File: config.mk
export PLATFORM = sky130hd
export DESIGN_NAME = mem_arbiter
export DESIGN_NICKNAME = d
export VERILOG_FILES = /design/src/rtl/mem_arbiter.sv
export SDC_FILE = /design/constraint.sdc
export NUM_CORES = 1
export LEC_CHECK = 0
export CAP_MARGIN = 30
export CORE_AREA = 2 2 340 342
export CTS_BUF_LIST = sky130_fd_sc_hd__clkbuf_4
export CTS_CLUSTER_DIAMETER = 30
export DETAILED_ROUTE_END_ITERATION = 10
export DIE_AREA = 0 0 342 344
export MAX_ROUTING_LAYER = met4
export PLACE_DENSITY = 0.35
export SLEW_MARGIN = 20
export SYNTH_ARGS = -nofsm -noshare
export SYNTH_HDL_FRONTEND = slang
export SYNTH_SLANG_ARGS = --single-unit
File: constraint.sdc
create_clock -name clk -period 2.2 [get_ports clk]
set_input_delay 0.44 -clock clk [delete_from_list [all_inputs] [get_ports clk]]
set_output_delay 0.44 -clock clk [all_outputs]
set_load 0.03 [all_outputs]
File: src/rtl/mem_arbiter.sv
// rtl/mem_arbiter.sv - I/D cache line-request arbiter onto a single memory port (option: MEM_ARBITER_RR_EN)
module mem_arbiter #(
  parameter int ADDR_W = 32,
  parameter int LINE_W = 128
) (
  input  logic              clk,
  input  logic              reset,
  input  logic              i_req_valid,
  input  logic              i_req_rw,
  input  logic [ADDR_W-1:0] i_req_addr,
  input  logic [LINE_W-1:0] i_req_data,
  output logic              i_req_ready,
  output logic              i_resp_valid,
  output logic [LINE_W-1:0] i_resp_data,
  input  logic              d_req_valid,
  input  logic              d_req_rw,
  input  logic [ADDR_W-1:0] d_req_addr,
  input  logic [LINE_W-1:0] d_req_data,
  output logic              d_req_ready,
  output logic              d_resp_valid,
  output logic [LINE_W-1:0] d_resp_data,
  output logic              mem_req_valid,
  output logic              mem_req_rw,
  output logic [ADDR_W-1:0] mem_req_addr,
  output logic [LINE_W-1:0] mem_req_data,
  input  logic              mem_req_ready,
  input  logic              mem_resp_valid,
  input  logic [LINE_W-1:0] mem_resp_data,
  output logic              busy,
  output logic              grant_d
);

  typedef enum logic [1:0] {IDLE, ISSUE, WAIT, RESP} state_t;

  state_t              state_q, state_d;
  logic                rw_q, rw_d;
  logic [ADDR_W-1:0]   addr_q, addr_d;
  logic [LINE_W-1:0]   data_q, data_d;
  logic                gnt_q, gnt_d;
  logic [LINE_W-1:0]   i_rdata_q, i_rdata_d;
  logic [LINE_W-1:0]   d_rdata_q, d_rdata_d;
  logic                prio_d;
  logic                pick_d;

  // Tie-break: the grant register doubles as the round-robin pointer
  // (reset value 0 = "I granted last", so D wins the first tie).
`ifdef MEM_ARBITER_RR_EN
  assign prio_d = ~gnt_q;
`else
  assign prio_d = 1'b1;
`endif

  assign pick_d = d_req_valid & (~i_req_valid | prio_d);

  // Next-state, accept pulses, buffer latching and response capture
  always_comb begin
    state_d      = state_q;
    rw_d         = rw_q;
    addr_d       = addr_q;
    data_d       = data_q;
    gnt_d        = gnt_q;
    i_rdata_d    = i_rdata_q;
    d_rdata_d    = d_rdata_q;
    i_req_ready  = 1'b0;
    d_req_ready  = 1'b0;
    i_resp_valid = 1'b0;
    d_resp_valid = 1'b0;
    case (state_q)
      IDLE: begin
        if (i_req_valid || d_req_valid) begin
          gnt_d       = pick_d;
          d_req_ready = pick_d;
          i_req_ready = ~pick_d;
          rw_d        = pick_d ? d_req_rw   : i_req_rw;
          addr_d      = pick_d ? d_req_addr : i_req_addr;
          data_d      = pick_d ? d_req_data : i_req_data;
          state_d     = ISSUE;
        end
      end
      ISSUE: begin
        if (mem_req_ready) state_d = WAIT;
      end
      WAIT: begin
        if (mem_resp_valid) begin
          if (gnt_q) d_rdata_d = mem_resp_data;
          else       i_rdata_d = mem_resp_data;
          state_d = RESP;
        end
      end
      RESP: begin
        d_resp_valid = gnt_q;
        i_resp_valid = ~gnt_q;
        state_d      = IDLE;
      end
      default: state_d = IDLE;
    endcase
  end

  // State and datapath registers; reset drops any in-flight transaction
  always_ff @(posedge clk or negedge reset) begin
    if (!reset) begin
      state_q   <= IDLE;
      rw_q      <= 1'b0;
      addr_q    <= '0;
      data_q    <= '0;
      gnt_q     <= 1'b0;
      i_rdata_q <= '0;
      d_rdata_q <= '0;
    end else begin
      state_q   <= state_d;
      rw_q      <= rw_d;
      addr_q    <= addr_d;
      data_q    <= data_d;
      gnt_q     <= gnt_d;
      i_rdata_q <= i_rdata_d;
      d_rdata_q <= d_rdata_d;
    end
  end

  assign mem_req_valid = (state_q == ISSUE);
  assign mem_req_rw    = rw_q;
  assign mem_req_addr  = addr_q;
  assign mem_req_data  = data_q;
  assign i_resp_data   = i_rdata_q;
  assign d_resp_data   = d_rdata_q;
  assign busy          = (state_q != IDLE);
  assign grant_d       = gnt_q;

endmodule

After elaboration in Yosys (flattened, before gate mapping)

Index checks and enable logic that the tools add are counted.

Bits in registers: 420
Input port bits: 456
Output and inout port bits: 424
Word-level logic and storage cells: 35

Eq/ne operators: 6
Mux-type cells: 13
Bitwise operators: 2
Reductions and logical operators: 7

Operators by type and width:

| cell                                                   | number |
|---|---|
| 2-to-1 mux 128 bit                                     | 1 |
| 2-to-1 mux 32 bit                                      | 1 |
| AND reduction 3 bit                                    | 3 |
| one-hot mux 2 bit (4 select lines)                     | 1 |
| 2-to-1 mux 1 bit                                       | 7 |
| 2-to-1 mux 2 bit                                       | 3 |
| equality test 2 bit (second input constant)            | 2 |
| inequality test 2 bit (second input constant)          | 2 |
| equality test 2 x 1 -> 1 bit (second input constant)   | 1 |
| logical NOT 2 bit                                      | 1 |
| inequality test 2 x 1 -> 1 bit (second input constant) | 1 |
| inverter 1 bit                                         | 2 |
| AND reduction 2 bit                                    | 1 |
| nonzero test 2 bit                                     | 1 |
| logical OR 1 bit                                       | 1 |

Logic depth before layout (Yosys ltp)

Gate-level depths: netlist of the first run.

Word-level depth: 3
Depth in mapped cells: 9
Gate-level depth less buffers: 5

Least setup slack after synthesis of the first run

OpenSTA, ideal clock, no wires.

Kind: input -> output
Start: input d_req_valid
End: output i_req_ready
Arrival time: 1.371 ns
Required time: 1.760 ns
Setup slack: 0.389 ns
Cell stages on the path: 4
Path buffers: 3
Cells stage by stage: buf_2 buf_2 buf_2 nor2_1

Longest elaborated chain between the ends: 3
Elaborated cells between the ends (all ways): 4
Classes of those cells: 2 x mux; 1 x bitwise; 1 x reduce/logical

Ends and longest elaborated chain:

| what                                                      | RTL line | text |
|---|---|---|
| start: declaration                                        | 15       | `input logic d_req_valid,` |
| logical OR 1 bit / inverter 1 bit (equally long branches) | 70, 73   |  |
| 2-to-1 mux 1 bit (*)                                      | 70       | `if (i_req_valid \|\| d_req_valid) begin` |
| 2-to-1 mux 1 bit (*)                                      | 68       | `case (state_q)` |
| end: declaration                                          | 12       | `output logic i_req_ready,` |

Mark *: on every way between the ends. The rest lies on a longest branch, timed or not.

Worst setup path in the final report of the first run

Start: register state_q[0]
End: output i_req_ready

Longest elaborated chain between the ends: 2

Ends and longest elaborated chain:

| what                     | RTL line | text |
|---|---|---|
| start: declaration       | 35       | `state_t state_q, state_d;` |
| start signal: assignment | 110      | `state_q <= state_d;` |
| logical NOT 2 bit        | 68       |  |
| 2-to-1 mux 1 bit         | 68       |  |

No other way between the ends.

==> summary.md, run 1 <==
| Metric | Value |
|---|---|
| TritonCTS clock tree | built |
| Path length in cells of the critical path | 6 |
| Cell occurring most often along the worst timing path | buf_6 |
| Critical path cell sequence | inv_2 > ha_4 > buf_6 > nand2_4 > nor2_4 > buf_6 |
| Arrival time of the worst setup path | a little over 2 ns |
| Slew at the pin with the worst max-slew slack | roughly 0.54 ns |
| Pin count of the biggest net entering global routing | 57 |
| Worst-path clk slew | approximately 0.06 ns |
| Final wirelength | approximately 80 mm |
| Number of clock sinks | 420 |
| Max_slew headroom | 0.629 |
| Cell Area, Synth | between 15000 and 20000 µm² |
| Share of the clock period used by the worst path after layout | 1.12 |
| Largest vdd supply drop | around 0.00035 V |
| Maximum Capacitance Violations | 0 |
| Number of buffers created by CTS | about 150 |
| Final hold vios | 0 |
| Number of synthesized register bits | 420 |
| Cells after Synth | 1263 |
| Post-layout min period | about 2.5 ns |
| Fin area | between 30000 and 40000 µm² |
| Clock latency on the worst-skew pair | between 0.9 and 1 ns |
| CTS H-Tree Depth | 4 |
| Overall die height | about 340 µm |
| Largest fanout on the critical path | 4 |
| Leakage dissipation | 0.0142 µW |
| Failing checks | negative setup slack |
| GRT Total Usage | 0.141 |
| Share of total power in the clock network | 0.185 |
| Peak per-stage delay on the critical path | around 0.4 ns |
| Timing-limited maximum frequency | 406 MHz |
| Standard cell core area | approximately 110000 µm² |
| Effective utilization at floorplan | 0.150 |
| Global placement routability congestion | just over 0.8 |
| Via count of the routed design | approximately 15000 |
| Wirelength per Cell | about 20 µm |
| Element type at the critical path start | register |
| Master cell of the clock root buffer | clkbuf_4 |
| Number of failing setup endpoints in the final timing report | 6 |
| FF-to-FF path depth | 6 |
| Number of nets still failing antenna checks after routing | 0 |
| Cell Area, Placed | around 28000 µm² |
| Count of TritonRoute iterations in the first routing pass | 4 |
| Number of design-rule violations left by the first detailed-router iteration | 359 |
| Overall die area | 118000 µm² |
| Synthesized area per cell | about 13 µm² |
| Final setup skew | 0.0699 ns |
| Total grt overflow | 0 |
| Run status | finished, violations left |
| Net switching power of the design | between 20000 and 25000 µW |
| Final critical-path setup slack | -0.263 ns |
| Ys Warns | 0 |
| Sequential element share of the synthesized area | 0.617 |
| Category of the critical setup timing path | reg -> out |
| Ports placed on the boundary | 880 |
| Pwr dens | roughly 1500 nW/µm² |
| Via count normalized by instance count | around 3.6 |
| Buffer and inverter count on the worst path | 3 |
| RSZ-0062 raised after global routing | yes |
| Int Pwr | 24600 µW |
| Post-layout nets | 2982 |
| Half-perimeter wire length of the detailed placement result | 65.3 mm |
| Worst hold path class | in -> reg |
| Num rows | 124 |
| Part of the total power dissipated in combinational logic | 0.510 |
| Count of input and output buffers | 879 |
| Final-report max-slew violation count | 0 |
| CP Capture Type | primary output |
| Wire length of the first global-routing pass | 115 mm |
| Nets in the synthesized netlist | ~1700 |
| Switching portion of total power | 0.454 |
| Buffer levels on the longest clock path | 3 |
| Share of post-route cells with drive strength above 1 | 0.384 |
| Crit path required time | roughly 1.8 ns |
| Number of antenna violations at the first check in global routing | 8 |
| Setup TNS Final | -1.21 ns |
| Via count of the first global-routing pass | roughly 17000 |
| Die X-Extent | between 300 and 400 µm |
| Largest delay contributor family on the critical path | flip-flops |
| Area Growth Syn to Fin | 80.7% |
| Register share of total power | 0.305 |
| Total DRC errors in the routed layout | 0 |
| Unique cell type count in the Yosys netlist | 20 |
| Hold Crit Depth | 3 |
| Crit-path slowest cell | dfrtp_1 |
==> tightest hold or removal path: stages <==
cell and delay (ns):
clkdlybuf4s50_1 0.40, mux2i_1 0.13, o21ai_0 0.09
==> cell type report <==
class                   count  area (µm²)
clock inverters            46         287
diodes                      6        15.0
repair buffers           1192       10400
fillers                 12000       83100
inverters                   4        17.5
well taps                1512        1890
flip-flops and latches    420       10500
multi-input cells         757        6110
clock buffers             201        1510
==> path summary, 6_finish.rpt <==
kind,from,endpoint,slack [ns]
hold reg to reg,mem_req_data[121]$_DFFE_PN0P_,mem_req_data[121]$_DFFE_PN0P_,0.47
hold / removal,i_req_data[95],mem_req_data[95]$_DFFE_PN0P_,0.19
min in group asynchronous,reset,d_resp_data[26]$_DFFE_PN0P_,0.26
max in group asynchronous,reset,mem_req_data[56]$_DFFE_PN0P_,1.51
setup reg to reg,state_q[0]$_DFFE_PN0P_,i_resp_data[111]$_DFFE_PN0P_,0.22
setup / recovery,state_q[0]$_DFFE_PN0P_,i_req_ready,-0.26
==> flip-flops by register name (all words and copies together), names as in the netlist <==
name	count
d_resp_data	128
i_resp_data	128
mem_req_data	128
mem_req_addr	32
state_q	2
grant_d	1
mem_req_rw	1
==> cell families after synthesis <==
logic type,Yosys count,synth area share
mux,418,0.264
compound gates,165,0.0498
buf+inv,86,0.0278
fa+ha+maj,4,0.00294
flops,420,0.617
simple gates,170,0.0383
==> synthesized netlist by cell type (all sizes together) <==
cell / number / area [µm²]
dfrtp: 420 / 10500
mux2: 257 / 2890
nand2: 162 / 608
o21ai: 162 / 822
mux2i: 161 / 1610
buf: 66 / 399
clkbuf: 16 / 60.1
ha: 4 / 50.1
inv: 4 / 15.0
and2: 2 / 12.5
nor2: 2 / 7.51
nor2b: 2 / 12.5
a21o: 1 / 7.51
a221oi: 1 / 8.76
nand3: 1 / 5.00
nand3b: 1 / 7.51
o32a: 1 / 10.0
==> what timing repair did <==
| item | CTS | global route |
|---|---|---|
| pin swaps | 0 | 0 |
| hold buffers | 221 | 0 |
| cloned | 0 | 0 |
| buffers inserted | 16 | 4 |
| endpoints found under the hold margin | 718 | 0 |
| gates resized for setup | 2254 | 4 |
| endpoints found under the setup margin | 419 | 6 |
==> layer usage <==
metal	GRT usage	up-vias	share of wire
met5	-	-	0
met4	0.0538	0	0.029
met3	0.0563	143	0.092
met2	0.235	676	0.49
met1	0.150	7146	0.38
li1	-	7047	-
==> stage by stage <==
step | std cells | util | hold slack [ns] | worst slack (ns) | power, µW
2_1_floorplan | 1263 | - | 0.144 | 0.389 | 26500
3_3_place_gp | 3644 | 0.247 | 0.464 | 0.117 | 39100
3_5_place_dp | 3644 | 0.247 | 0.469 | 0.105 | 39300
4_1_cts | 4128 | 0.270 | 0.000143 | -0.498 | 46200
5_1_grt | 4137 | 0.270 | 0.0340 | -0.489 | 48100
6_report | 4138 | 0.270 | 0.185 | -0.263 | 45000
==> placed cells by master (no fill, tap or decap), drive strengths merged <==
master           n
a21o             1
o21ai          162
nand3            1
mux2           257
clkdlybuf4s50  453
dlygate4sd3    220
diode            6
dfrtp          420
mux2i          161
clkbuf         201
bufinv           3
buf            519
clkinv          37
a221oi           1
inv              7
nand2          162
and2             2
o32a             1
clkinvlp         3
nand3b           1
ha               4
nor2             2
nor2b            2
==> power by group through the flow <==
stage,Clock [µW],Sequential [µW],Combinational (µW)
6_report,8320,13800,23000
5_1_grt,9300,14300,24500
4_1_cts,8860,13800,23500
3_5_place_dp,0,13900,25400
3_3_place_gp,0,13800,25300
2_1_floorplan,0,21200,5290
Note: power is estimated with default switching activity, not from simulation.
==> inputs of run 2 (changes only) <==
--- a/config.mk
+++ b/config.mk
@@ -6,11 +6,10 @@
 export NUM_CORES = 1
 export LEC_CHECK = 0
 export CAP_MARGIN = 30
-export CORE_AREA = 2 2 340 342
-export CTS_BUF_LIST = sky130_fd_sc_hd__clkbuf_4
+export CORE_AREA = 2 2 345 347
 export CTS_CLUSTER_DIAMETER = 30
 export DETAILED_ROUTE_END_ITERATION = 10
-export DIE_AREA = 0 0 342 344
+export DIE_AREA = 0 0 347 349
 export MAX_ROUTING_LAYER = met4
 export PLACE_DENSITY = 0.35
 export SLEW_MARGIN = 20
==> summary.md, run 2 (synthesized netlist as in run 1, its figures left out) <==
| Metric | Value |
|---|---|
| Via count of the routed design | 14000 (was 15000) |
| Overall die height | 349 µm (was 344 µm) |
| CTS H-Tree Depth | 4 (unchanged) |
| Final setup skew | 0.0266 ns (was 0.0699 ns) |
| Share of total power in the clock network | 0.354 (was 0.185) |
| Net switching power of the design | 22000 µW (was 20400 µW) |
| Number of clock sinks | 420 (unchanged) |
| Pwr Total | 55900 µW (was 45000 µW) |
| Largest fanout on the critical path | 4 (unchanged) |
| Most frequent standard cell in the layout excluding fill and tap cells | clkdlybuf4s50_1 (unchanged) |
| Worst-path clk slew | 0.04 ns (was 0.06 ns) |
| Number of nets still failing antenna checks after routing | 0 (unchanged) |
| Arrival time of the worst setup path | 1.75 ns (was 2.02 ns) |
| Wire length of the first global-routing pass | 112 mm (was 115 mm) |
| Max_slew headroom | 0.651 (was 0.629) |
| Int Pwr | 33900 µW (was 24600 µW) |
| CP Capture Type | primary output (unchanged) |
| Post-layout min period | 2.19 ns (was 2.46 ns) |
| Count of input and output buffers | 879 (unchanged) |
| Clock latency on the worst-skew pair | 0.69 ns (was 0.97 ns) |
| TritonCTS clock tree | built (unchanged) |
| Maximum Capacitance Violations | 0 (unchanged) |
| Final-report max-slew violation count | 0 (unchanged) |
| Largest vdd supply drop | 0.000636 V (was 0.000348 V) |
| Switching portion of total power | 0.393 (was 0.454) |
| Pwr dens | 1720 nW/µm² (was 1460 nW/µm²) |
| Num rows | 126 (was 124) |
| Ports placed on the boundary | 880 (unchanged) |
| Die X-Extent | 347 µm (was 342 µm) |
| Register share of total power | 0.245 (was 0.305) |
| Setup slack, reg-to-reg | 0.15 ns (was 0.22 ns) |
| Final wirelength | 79.9 mm (was 82.3 mm) |
| Number of antenna violations at the first check in global routing | 8 (unchanged) |
| Half-perimeter wire length of the detailed placement result | 64.0 mm (was 65.3 mm) |
| Number of buffers created by CTS | 137 (was 147) |
| Effective utilization at floorplan | 0.145 (was 0.150) |
| Wirelength per Cell | 20.3 µm (was 19.9 µm) |
| Worst hold path class | in -> async (was in -> reg) |
| Cell Area, Placed | 28100 µm² (about the same) |
| Via count of the first global-routing pass | 15700 (was 16600) |
| Number of failing setup endpoints in the final timing report | 0 (was 6) |
| Total DRC errors in the routed layout | 0 (unchanged) |
| Global placement routability congestion | 0.809 (was 0.822) |
| Worst slack at placement | 0.0424 ns (was 0.105 ns) |
| Buffer levels on the longest clock path | 3 (unchanged) |
| Final hold vios | 0 (unchanged) |
| Pin count of the biggest net entering global routing | 74 (was 57) |
| Element type at the critical path start | register (unchanged) |
| Timing-limited maximum frequency | 456 MHz (was 406 MHz) |
| Final critical-path setup slack | 0.00647 ns (was -0.263 ns) |
| Master cell of the clock root buffer | clkbuf_16 (was clkbuf_4) |
| Post-layout nets | 2736 (was 2982) |
| Count of TritonRoute iterations in the first routing pass | 4 (unchanged) |
| Share of the clock period used by the worst path after layout | 0.997 (was 1.12) |
| Final Hold Slack | 0.225 ns (was 0.185 ns) |
| Category of the critical setup timing path | reg -> out (unchanged) |
| Area Growth Syn to Fin | 90.9% (was 80.7%) |
| Number of design-rule violations left by the first detailed-router iteration | 402 (was 359) |
| GRT Total Usage | 0.134 (was 0.141) |
| FF+latch area | 10500 µm² (about the same) |
| Part of the total power dissipated in combinational logic | 0.401 (was 0.510) |
| Overall die area | 121000 µm² (was 118000 µm²) |
| Via count normalized by instance count | 3.57 (was 3.63) |
| Standard cell core area | 117000 µm² (was 114000 µm²) |
| Fin area | 32500 µm² (was 30800 µm²) |
| Area of the multi-input gates | 6120 µm² (was 6110 µm²) |
| Share of post-route cells with drive strength above 1 | 0.246 (was 0.384) |
| Run status | completed (was finished, violations left) |
| Crit path required time | 1.76 ns (about the same) |
| Top library cells by usage in the layout, fill and taps aside | clkdlybuf4s50_1, dfrtp_1, dlygate4sd2_1 (was clkdlybuf4s50_1, dfrtp_1, buf_2) |
| Leakage dissipation | 0.0150 µW (was 0.0142 µW) |
| Total of fill cells in the finished design | 12300 (was 12000) |
| Total grt overflow | 0 (unchanged) |
| Slew at the pin with the worst max-slew slack | 0.526 ns (was 0.541 ns) |
| Share of the core filled with cells in the final layout | 0.277 (was 0.270) |
| RSZ-0062 raised after global routing | yes (unchanged) |
[run 2: power by group through the flow]
stage	combinational, µW	sequential, µW	clock, µW
after floorplan	5290	21200	0
after global placement	25300	13800	0
final	22400	13700	19800
after CTS	22900	13800	20300
after detailed placement	25400	14000	0
after global routing	23800	14200	20800
[run 2: path summary, 6_finish.rpt]
| path | end | depth (start not counted) | from |
|---|---|---|---|
| max | i_req_ready | 6 | state_q[0]$_DFFE_PN0P_ |
| min | d_resp_data[23]$_DFFE_PN0P_ | 2 | reset |
| max reg2reg | i_resp_data[72]$_DFFE_PN0P_ | 8 | state_q[0]$_DFFE_PN0P_ |
| min reg2reg | mem_req_addr[23]$_DFFE_PN0P_ | 2 | mem_req_addr[23]$_DFFE_PN0P_ |
| max in group asynchronous | mem_req_data[4]$_DFFE_PN0P_ | 3 | reset |
| min in group clk | mem_req_data[78]$_DFFE_PN0P_ | 3 | d_req_valid |
[run 2: timing repair]
action | in CTS | in global routing
setup endpoints to repair | 414 | 5
buffers inserted | 6 | 1
cloned | 0 | 0
pin swaps | 2 | 2
resized for setup | 448 | 2
endpoints found under the hold margin | 82 | 0
hold buffers | 1 | 0
[run 2: cell type report]
class | count | area share
sequential | 420 | 0.323
timing repair buffer | 956 | 0.282
multi-input combinational | 757 | 0.188
clock buffer | 194 | 0.124
tap | 1536 | 0.0591
clock inverter | 49 | 0.0227
antenna | 10 | 0.000769
inverter | 4 | 0.000462
[run 2: per-stage QoR]
stage	TNS (ns)	instances
floorplan	0	1263
global placement	0	3665
detailed placement	0	3665
CTS	-0.236	3915
global route	-0.318	3924
finish	0	3926
[run 2: worst max-delay path: stages, from the launching register on]
cell and delay (ns):
dfrtp_1 0.41, inv_2 0.11, ha_4 0.15, buf_6 0.11, nand2_4 0.05, nor2_4 0.09, buf_6 0.14
[run 2: metal layers]
layer	vias up	routed length (µm)	GRT usage
met3	132	7170	0.0577
li1	6533	-	-
met4	0	2520	0.0584
met1	6701	30500	0.138
met2	639	39700	0.221
met5	-	0	-
